<file path="src/rtl/alarm_ring_controller.sv">
// Alarm sequencer: matches the latched BCD mm:ss alarm on second ticks, rings with a
// divided buzzer, handles dismiss/timeout and optional snooze (define ALARM_SNOOZE_EN).
module alarm_ring_controller #(
  parameter int unsigned RING_SEC   = 30,
  parameter int unsigned SNOOZE_MIN = 5,
  parameter int unsigned MAX_SNOOZE = 3,
  parameter int unsigned BEEP_DIV   = 25_000_000
) (
  input  logic        clk,
  input  logic        reset,
  input  logic        sec_tick,
  input  logic [15:0] time_now,
  input  logic [15:0] alarm,
  input  logic        armed,
  input  logic        dismiss,
  input  logic        snooze,
  output logic [1:0]  state,
  output logic        ringing,
  output logic        beep,
  output logic [15:0] target,
  output logic [3:0]  snooze_cnt,
  output logic        missed
);

  localparam int unsigned BeepW = $clog2(BEEP_DIV);

  typedef enum logic [1:0] {
    StIdle    = 2'd0,
    StArmed   = 2'd1,
    StRinging = 2'd2,
    StSnooze  = 2'd3
  } state_e;

  state_e           state_q, state_d;
  logic [15:0]      target_q, target_d;
  logic [7:0]       ring_cnt_q, ring_cnt_d;
  logic [BeepW-1:0] beep_div_q, beep_div_d;
  logic             beep_q, beep_d;
  logic             missed_q, missed_d;
  logic             match, timeout;

  assign match   = sec_tick && (time_now == target_q);
  assign timeout = sec_tick && (ring_cnt_q == 8'(RING_SEC - 1));

`ifdef ALARM_SNOOZE_EN
  logic [3:0]  snooze_cnt_q, snooze_cnt_d;
  logic [4:0]  ones_sum, tens_sum;
  logic [3:0]  ones_new, tens_new;
  logic        carry;
  logic        snooze_ok;
  logic [15:0] snooze_target;

  // Minute-only BCD add; any tens result of 6 or more wraps to 0
  always_comb begin
    ones_sum = {1'b0, target_q[11:8]} + 5'(SNOOZE_MIN);
    carry    = (ones_sum >= 5'd10);
    ones_new = carry ? 4'(ones_sum - 5'd10) : ones_sum[3:0];
    tens_sum = {1'b0, target_q[15:12]} + {4'd0, carry};
    tens_new = (tens_sum >= 5'd6) ? 4'd0 : tens_sum[3:0];
  end

  assign snooze_target = {tens_new, ones_new, target_q[7:0]};
  assign snooze_ok     = snooze && (snooze_cnt_q < 4'(MAX_SNOOZE));
  assign snooze_cnt    = snooze_cnt_q;
`else
  logic unused_snooze;
  assign unused_snooze = snooze;
  assign snooze_cnt    = 4'd0;
`endif

  always_comb begin
    state_d    = state_q;
    target_d   = target_q;
    ring_cnt_d = ring_cnt_q;
    missed_d   = missed_q;
    beep_d     = beep_q;
    beep_div_d = beep_div_q;
`ifdef ALARM_SNOOZE_EN
    snooze_cnt_d = snooze_cnt_q;
`endif
    if (!armed) begin
      state_d = StIdle;
    end else begin
      unique case (state_q)
        StIdle: begin
          state_d  = StArmed;
          target_d = alarm;
`ifdef ALARM_SNOOZE_EN
          snooze_cnt_d = 4'd0;
`endif
        end
        StArmed: begin
          if (match) begin
            state_d    = StRinging;
            ring_cnt_d = 8'd0;
          end
        end
        StRinging: begin
          if (sec_tick) ring_cnt_d = ring_cnt_q + 8'd1;
          if (dismiss || timeout) begin
            state_d  = StArmed;
            target_d = alarm;
            missed_d = !dismiss;
`ifdef ALARM_SNOOZE_EN
            snooze_cnt_d = 4'd0;
          end else if (snooze_ok) begin
            state_d      = StSnooze;
            target_d     = snooze_target;
            snooze_cnt_d = snooze_cnt_q + 4'd1;
`endif
          end
        end
        StSnooze: begin
          if (dismiss) begin
            state_d  = StArmed;
            target_d = alarm;
            missed_d = 1'b0;
`ifdef ALARM_SNOOZE_EN
            snooze_cnt_d = 4'd0;
`endif
          end else if (match) begin
            state_d    = StRinging;
            ring_cnt_d = 8'd0;
          end
        end
      endcase
    end

    // Divider restarts on every entry to RINGING and is parked outside it
    if (state_d != StRinging || state_q != StRinging) begin
      beep_d     = 1'b0;
      beep_div_d = '0;
    end else if (beep_div_q == BeepW'(BEEP_DIV - 1)) begin
      beep_d     = ~beep_q;
      beep_div_d = '0;
    end else begin
      beep_div_d = beep_div_q + BeepW'(1);
    end
  end

  always_ff @(posedge clk) begin
    if (reset) begin
      state_q    <= StIdle;
      target_q   <= 16'd0;
      ring_cnt_q <= 8'd0;
      beep_div_q <= '0;
      beep_q     <= 1'b0;
      missed_q   <= 1'b0;
`ifdef ALARM_SNOOZE_EN
      snooze_cnt_q <= 4'd0;
`endif
    end else begin
      state_q    <= state_d;
      target_q   <= target_d;
      ring_cnt_q <= ring_cnt_d;
      beep_div_q <= beep_div_d;
      beep_q     <= beep_d;
      missed_q   <= missed_d;
`ifdef ALARM_SNOOZE_EN
      snooze_cnt_q <= snooze_cnt_d;
`endif
    end
  end

  assign state   = state_q;
  assign ringing = (state_q == StRinging);
  assign beep    = beep_q;
  assign target  = target_q;
  assign missed  = missed_q;

endmodule
</file>
<file path="config.mk">
export PLATFORM = sky130hd
export DESIGN_NAME = alarm_ring_controller
export DESIGN_NICKNAME = d
export VERILOG_FILES = /design/src/rtl/alarm_ring_controller.sv
export SDC_FILE = /design/constraint.sdc
export NUM_CORES = 1
export LEC_CHECK = 0
export BUFFER_PORTS_ARGS = -buffer_cell sky130_fd_sc_hd__buf_2
export CELL_PAD_IN_SITES_DETAIL_PLACEMENT = 0
export CELL_PAD_IN_SITES_GLOBAL_PLACEMENT = 1
export CORE_UTILIZATION = 36
export CTS_CLUSTER_DIAMETER = 100
export DETAILED_ROUTE_END_ITERATION = 6
export PLACE_DENSITY_LB_ADDON = 0.1
export SLEW_MARGIN = 20
export SYNTH_ARGS = -nofsm -noshare
export SYNTH_HDL_FRONTEND = slang
export SYNTH_SLANG_ARGS = --single-unit
</file>
<file path="constraint.sdc">
create_clock -name clk -period 2.6 [get_ports clk]
set_clock_uncertainty 0.05 [all_clocks]
set_input_delay 0 -clock clk [delete_from_list [all_inputs] [get_ports clk]]
set_output_delay 0 -clock clk [all_outputs]
set_load 0.005 [all_outputs]
</file>
# Yosys cells after proc, flatten, opt, wreduce, memory -nomap -nowiden
# Index checks and enable logic that the tools add are counted.
# op_classes
n_addsub	2
n_eq_ne	12
mux	15
n_bitwise	1
n_reduce_logical	14
# ops
operator	count
one-hot mux 16 bit (3 select lines)	1
2-to-1 mux 16 bit	2
adder 25 x 1 -> 25 bit, second input constant	1
== test 25 bit, second input constant	1
2-to-1 mux 8 bit	3
one-hot mux 8 bit (3 select lines)	1
== test 16 bit	1
AND reduction 4 bit	3
inequality test 2 bit, second input constant	5
adder 8 x 1 -> 8 bit, second input constant	1
== test 8 x 5 -> 1 bit, second input constant	1
2-to-1 mux 2 bit	4
one-hot mux 2 bit (4 select lines)	1
nonzero test 3 bit	2
== test 2 bit, second input constant	2
OR reduction 3 bit	1
== test 2 x 1 -> 1 bit, second input constant	1
logical AND 1 bit	2
logical NOT 2 bit	1
logical OR 1 bit	2
2-to-1 mux 1 bit	2
inequality test 2 x 1 -> 1 bit, second input constant	1
one-hot mux 1 bit (2 select lines)	1
nonzero test 2 bit	1
other kinds (3)	3
# totals
register_bits	53
in_bits	38
out_inout_bits	25
word_cells	50

# Depth between registers and ports, before layout
# logic_depth
word_depth	9
ltp_mapped	10
ltp_nobuf	8

# Least setup slack after synthesis
# No wires, ideal clock.
# synth_timing
path_type	flip-flop to flip-flop
from	reg ring_cnt_q[1]
to	reg beep_div_q[17]
setup_ps	62
arrival_time_ps	1858
required_ps	2488
setup_slack_ps	630
path_stages_with_launch	11
path_buffers	2
period_less_slack_ps	1970
path_cell_list	dfxtp_1 inv_1 ha_1 and4bb_1 nand4bb_2 nand2_2 or3_1 or2_1 buf_6 buf_12 nor2_2
# synth_between
elab_chain_cells	9
# synth_rtl
element	line	source
start, declared	36	logic [7:0] ring_cnt_q, ring_cnt_d;
start signal, assigned	155	ring_cnt_q <= ring_cnt_d;
== test 8 x 5 -> 1 bit	43	assign timeout = sec_tick && (ring_cnt_q == 8'(RING_SEC - 1));
logical AND 1 bit	43	
logical OR 1 bit	100	if (dismiss || timeout) begin
2-to-1 mux 2 bit	100	
one-hot mux 2 bit (4 select lines)	84	unique case (state_q)
2-to-1 mux 2 bit	81	if (!armed) begin
inequality test 2 bit	130	if (state_d != StRinging || state_q != StRinging) begin
logical OR 1 bit	130	
OR reduction 3 bit (no source line)	--	
end signal, assigned	156	beep_div_q <= beep_div_d;
end, declared	37	logic [BeepW-1:0] beep_div_q, beep_div_d;
# No other way between the ends.
# A chain may end at the register's enable or synchronous reset.

# Final worst setup path
# layout_timing
from	reg ring_cnt_q[1]
to	reg beep_div_q[5]
# The elaborated chain is that of the path after synthesis.

==> metrics <==
Worst path slowest cell=dfxtp_1; Clock Power Share=0.325; Max Slew Vio Count=0; Fmax achieved=474 MHz; worst path arrival time=2.32 ns; share of cells above drive strength 1=0.261; NetSw=368 µW; hpwl dp=3930 µm; Pleak=1.34 nW; Worst-Skew Late Latency=0.31 ns; family with the most delay on the worst path=simple AND/OR/NAND/NOR gates; Core Rows=30; total negative setup slack=0 ns; CP Cell Sequence=inv_1 > ha_1 > and4bb_1 > nand4bb_2 > nand2_2 > or3_1 > or2_1 > buf_4 > nor2_1; DRC viols=0; Crit Path Category=register to register; fin nets=404; synthesized flop and latch total=53; peak supply drop=0.000217 V; Flop pwr share=0.573; Area Overhead vs Synth=23.1%; startpoint types=register; Die Ht=87.4 µm; Final Hold Vio Count=0; CTS tree=built; hold path startpoint=reset; Pwr Density=455 nW/µm²; grt ovf=0; Pint=1.10 mW; initial antenna violation count=0; I/O Buffers=57; Setup Buffers After CTS=0; commonest non-fill, non-tap cell in the layout=buf_2; Rel. slew slack=0.630; worst slack, placed=0.488 ns; reg2reg end=beep_div_q[5]; CP bufs+invs=2; ant diodes=0; post-route minimum period=2.11 ns; CTS clock-pin slew for the worst setup and hold paths=0.10 ns; Sink Count=53; core area=6910 µm²; Hold Path Class=primary input to register; Util after Layout=0.468; Least-Margin Pin Slew=0.551 ns; CTS Buffer Depth=2; clock buffer count from CTS=5; vias per cell=4.62; synth warn=0; vias in the first global route=1,994; post-synthesis cell count=288; placed inst area=2960 µm²; GP Congestion=0.699; GRT Overall Usage=0.158; die area=7640 µm²; starting density of the core=0.380; asr flop ratio synth=0; Critical R2R Launch=ring_cnt_q[1]; IO Pins=63; first-pass GRT wire length=9360 µm; drt wl/cell=12.1 µm; FF-to-FF setup slack=0.49 ns; post-route worst setup slack=0.490 ns; max-cap violations=0; CP max FO=25; post-synthesis sequential area ratio=0.404; drt pass-1 iters=4; RSZ-0062 raised after global routing=no; commonest cells after routing, fill and taps aside=buf_2 (57), dfxtp_1 (53), nor2_1 (36), xor2_1 (30), nor2_2 (19); period utilization=0.811; Final ANT Viol Nets=0; DIE WIDTH=87.4 µm; largest net degree at the start of global routing=27; WL final=5580 µm; CP Capture Type=register; sw frac=0.251; mapped cell area=2630 µm²; Synth cell types=44; Root Buffer=clkbuf_8; hold endpoint=target[7]; run status=finished, final reports clean; routed vias=2,123; Hold Slack=0.0806 ns; # H-tree levels=2; R2R cell count=9; Avg Cell Area, Syn=9.12 µm²; post-route cell area=3230 µm²; share of power burned in combinational logic=0.102; top_reg_cell synth=dfxtp_1; final setup fails=0; Worst path max stage delay=0.39 ns; EDFF count, synth=0; WP data required=2.81 ns; WHS Path Cells=2; Starting DRT DRC Count=73
[metal layers]
layer,track usage,share of wire,vias to the layer above
li1,-,-,1118
met1,0.209,0.49,955
met2,0.245,0.45,45
met3,0.0483,0.047,5
met4,0.0477,0.011,0
met5,0,0,-
[worst register-to-register path, stage by stage, from the launching register on]
cell and delay [ns]:
dfxtp_1 0.39, inv_1 0.07, ha_1 0.18, and4bb_1 0.19, nand4bb_2 0.13, nand2_2 0.07, or3_1 0.36, or2_1 0.23
buf_4 0.25, nor2_1 0.15
[cell usage after synthesis, types with 2 or more instances]
cell type  instances  area (µm²)
clkbuf_1           5        18.8
and4_1             4        35.0
xnor2_1           13         114
a31oi_1            2        12.5
buf_12             2        40.0
a21oi_1            6        30.0
xor2_1            30         263
dfxtp_1           53        1060
inv_1              6        22.5
nor3_1             5        25.0
nor2_2            19         119
nor4_1             6        37.5
nand4_1            8        50.1
buf_4              6        45.0
nor2_1            36         135
nand3_1           17        85.1
ha_1               3        37.5
mux2i_1           16         160
a311oi_1           4        35.0
and4b_1            2        20.0
o21ai_0            2        10.0
and3_1             6        37.5
and2_1             2        12.5
nand2_1           15        56.3
[cell type report]
class,count,area (µm²)
timing repair buffer,80,503
clock inverter,3,22.5
multi-input combinational,217,1440
tap,96,120
sequential,53,1060
fill,714,3670
inverter,6,22.5
clock buffer,5,68.8
[state kept, by name, indices dropped and copies added, names as in the netlist]
register / cells
beep: 1
beep_div_q: 25
missed: 1
ring_cnt_q: 8
state: 2
target: 16
[power groups by stage]
stage          Sequential [mW]  Clock, mW  Combinational, mW
2_1_floorplan            0.861          0             0.0734
3_3_place_gp             0.861          0              0.131
3_5_place_dp             0.861          0              0.130
4_1_cts                  0.843      0.504              0.152
5_1_grt                  0.845      0.534              0.167
6_report                 0.842      0.477              0.150
[kinds of logic after synthesis]
family | Yosys count | share of synthesized area
and+or+nand+nor | 131 | 0.270
buffers and inverters | 21 | 0.0538
AOI/OAI and AO/OA | 20 | 0.0524
muxes | 16 | 0.0610
DFF | 53 | 0.404
xor gates and xnor gates | 43 | 0.143
other | 1 | 0.00143
adders and majority gates | 3 | 0.0143
[how the worst max path moves through the flow]
stage                        startpoint              to  slack, ns  cells past startpoint
after global placement    ring_cnt_q[1]  beep_div_q[24]       0.52                      9
final                     ring_cnt_q[1]   beep_div_q[5]       0.49                      9
after detailed placement  ring_cnt_q[1]   beep_div_q[4]       0.49                      9
after CTS                 ring_cnt_q[1]   beep_div_q[4]       0.47                      9
after global routing      ring_cnt_q[1]   beep_div_q[2]       0.33                      9
after floorplan           ring_cnt_q[1]  beep_div_q[17]       0.63                     10
[stage by stage]
step / cells / power, mW
2_1_floorplan: 291 / 0.934
3_3_place_gp: 434 / 0.991
3_5_place_dp: 434 / 0.991
4_1_cts: 460 / 1.50
5_1_grt: 460 / 1.55
6_report: 460 / 1.47
[what timing repair did]
| item | in CTS | in global routing |
|---|---|---|
| hold buffers | 18 | 0 |
| endpoints found under the hold margin | 20 | 0 |
| gates resized for setup | 0 | 0 |
Note: power is estimated with default switching activity, not from simulation.
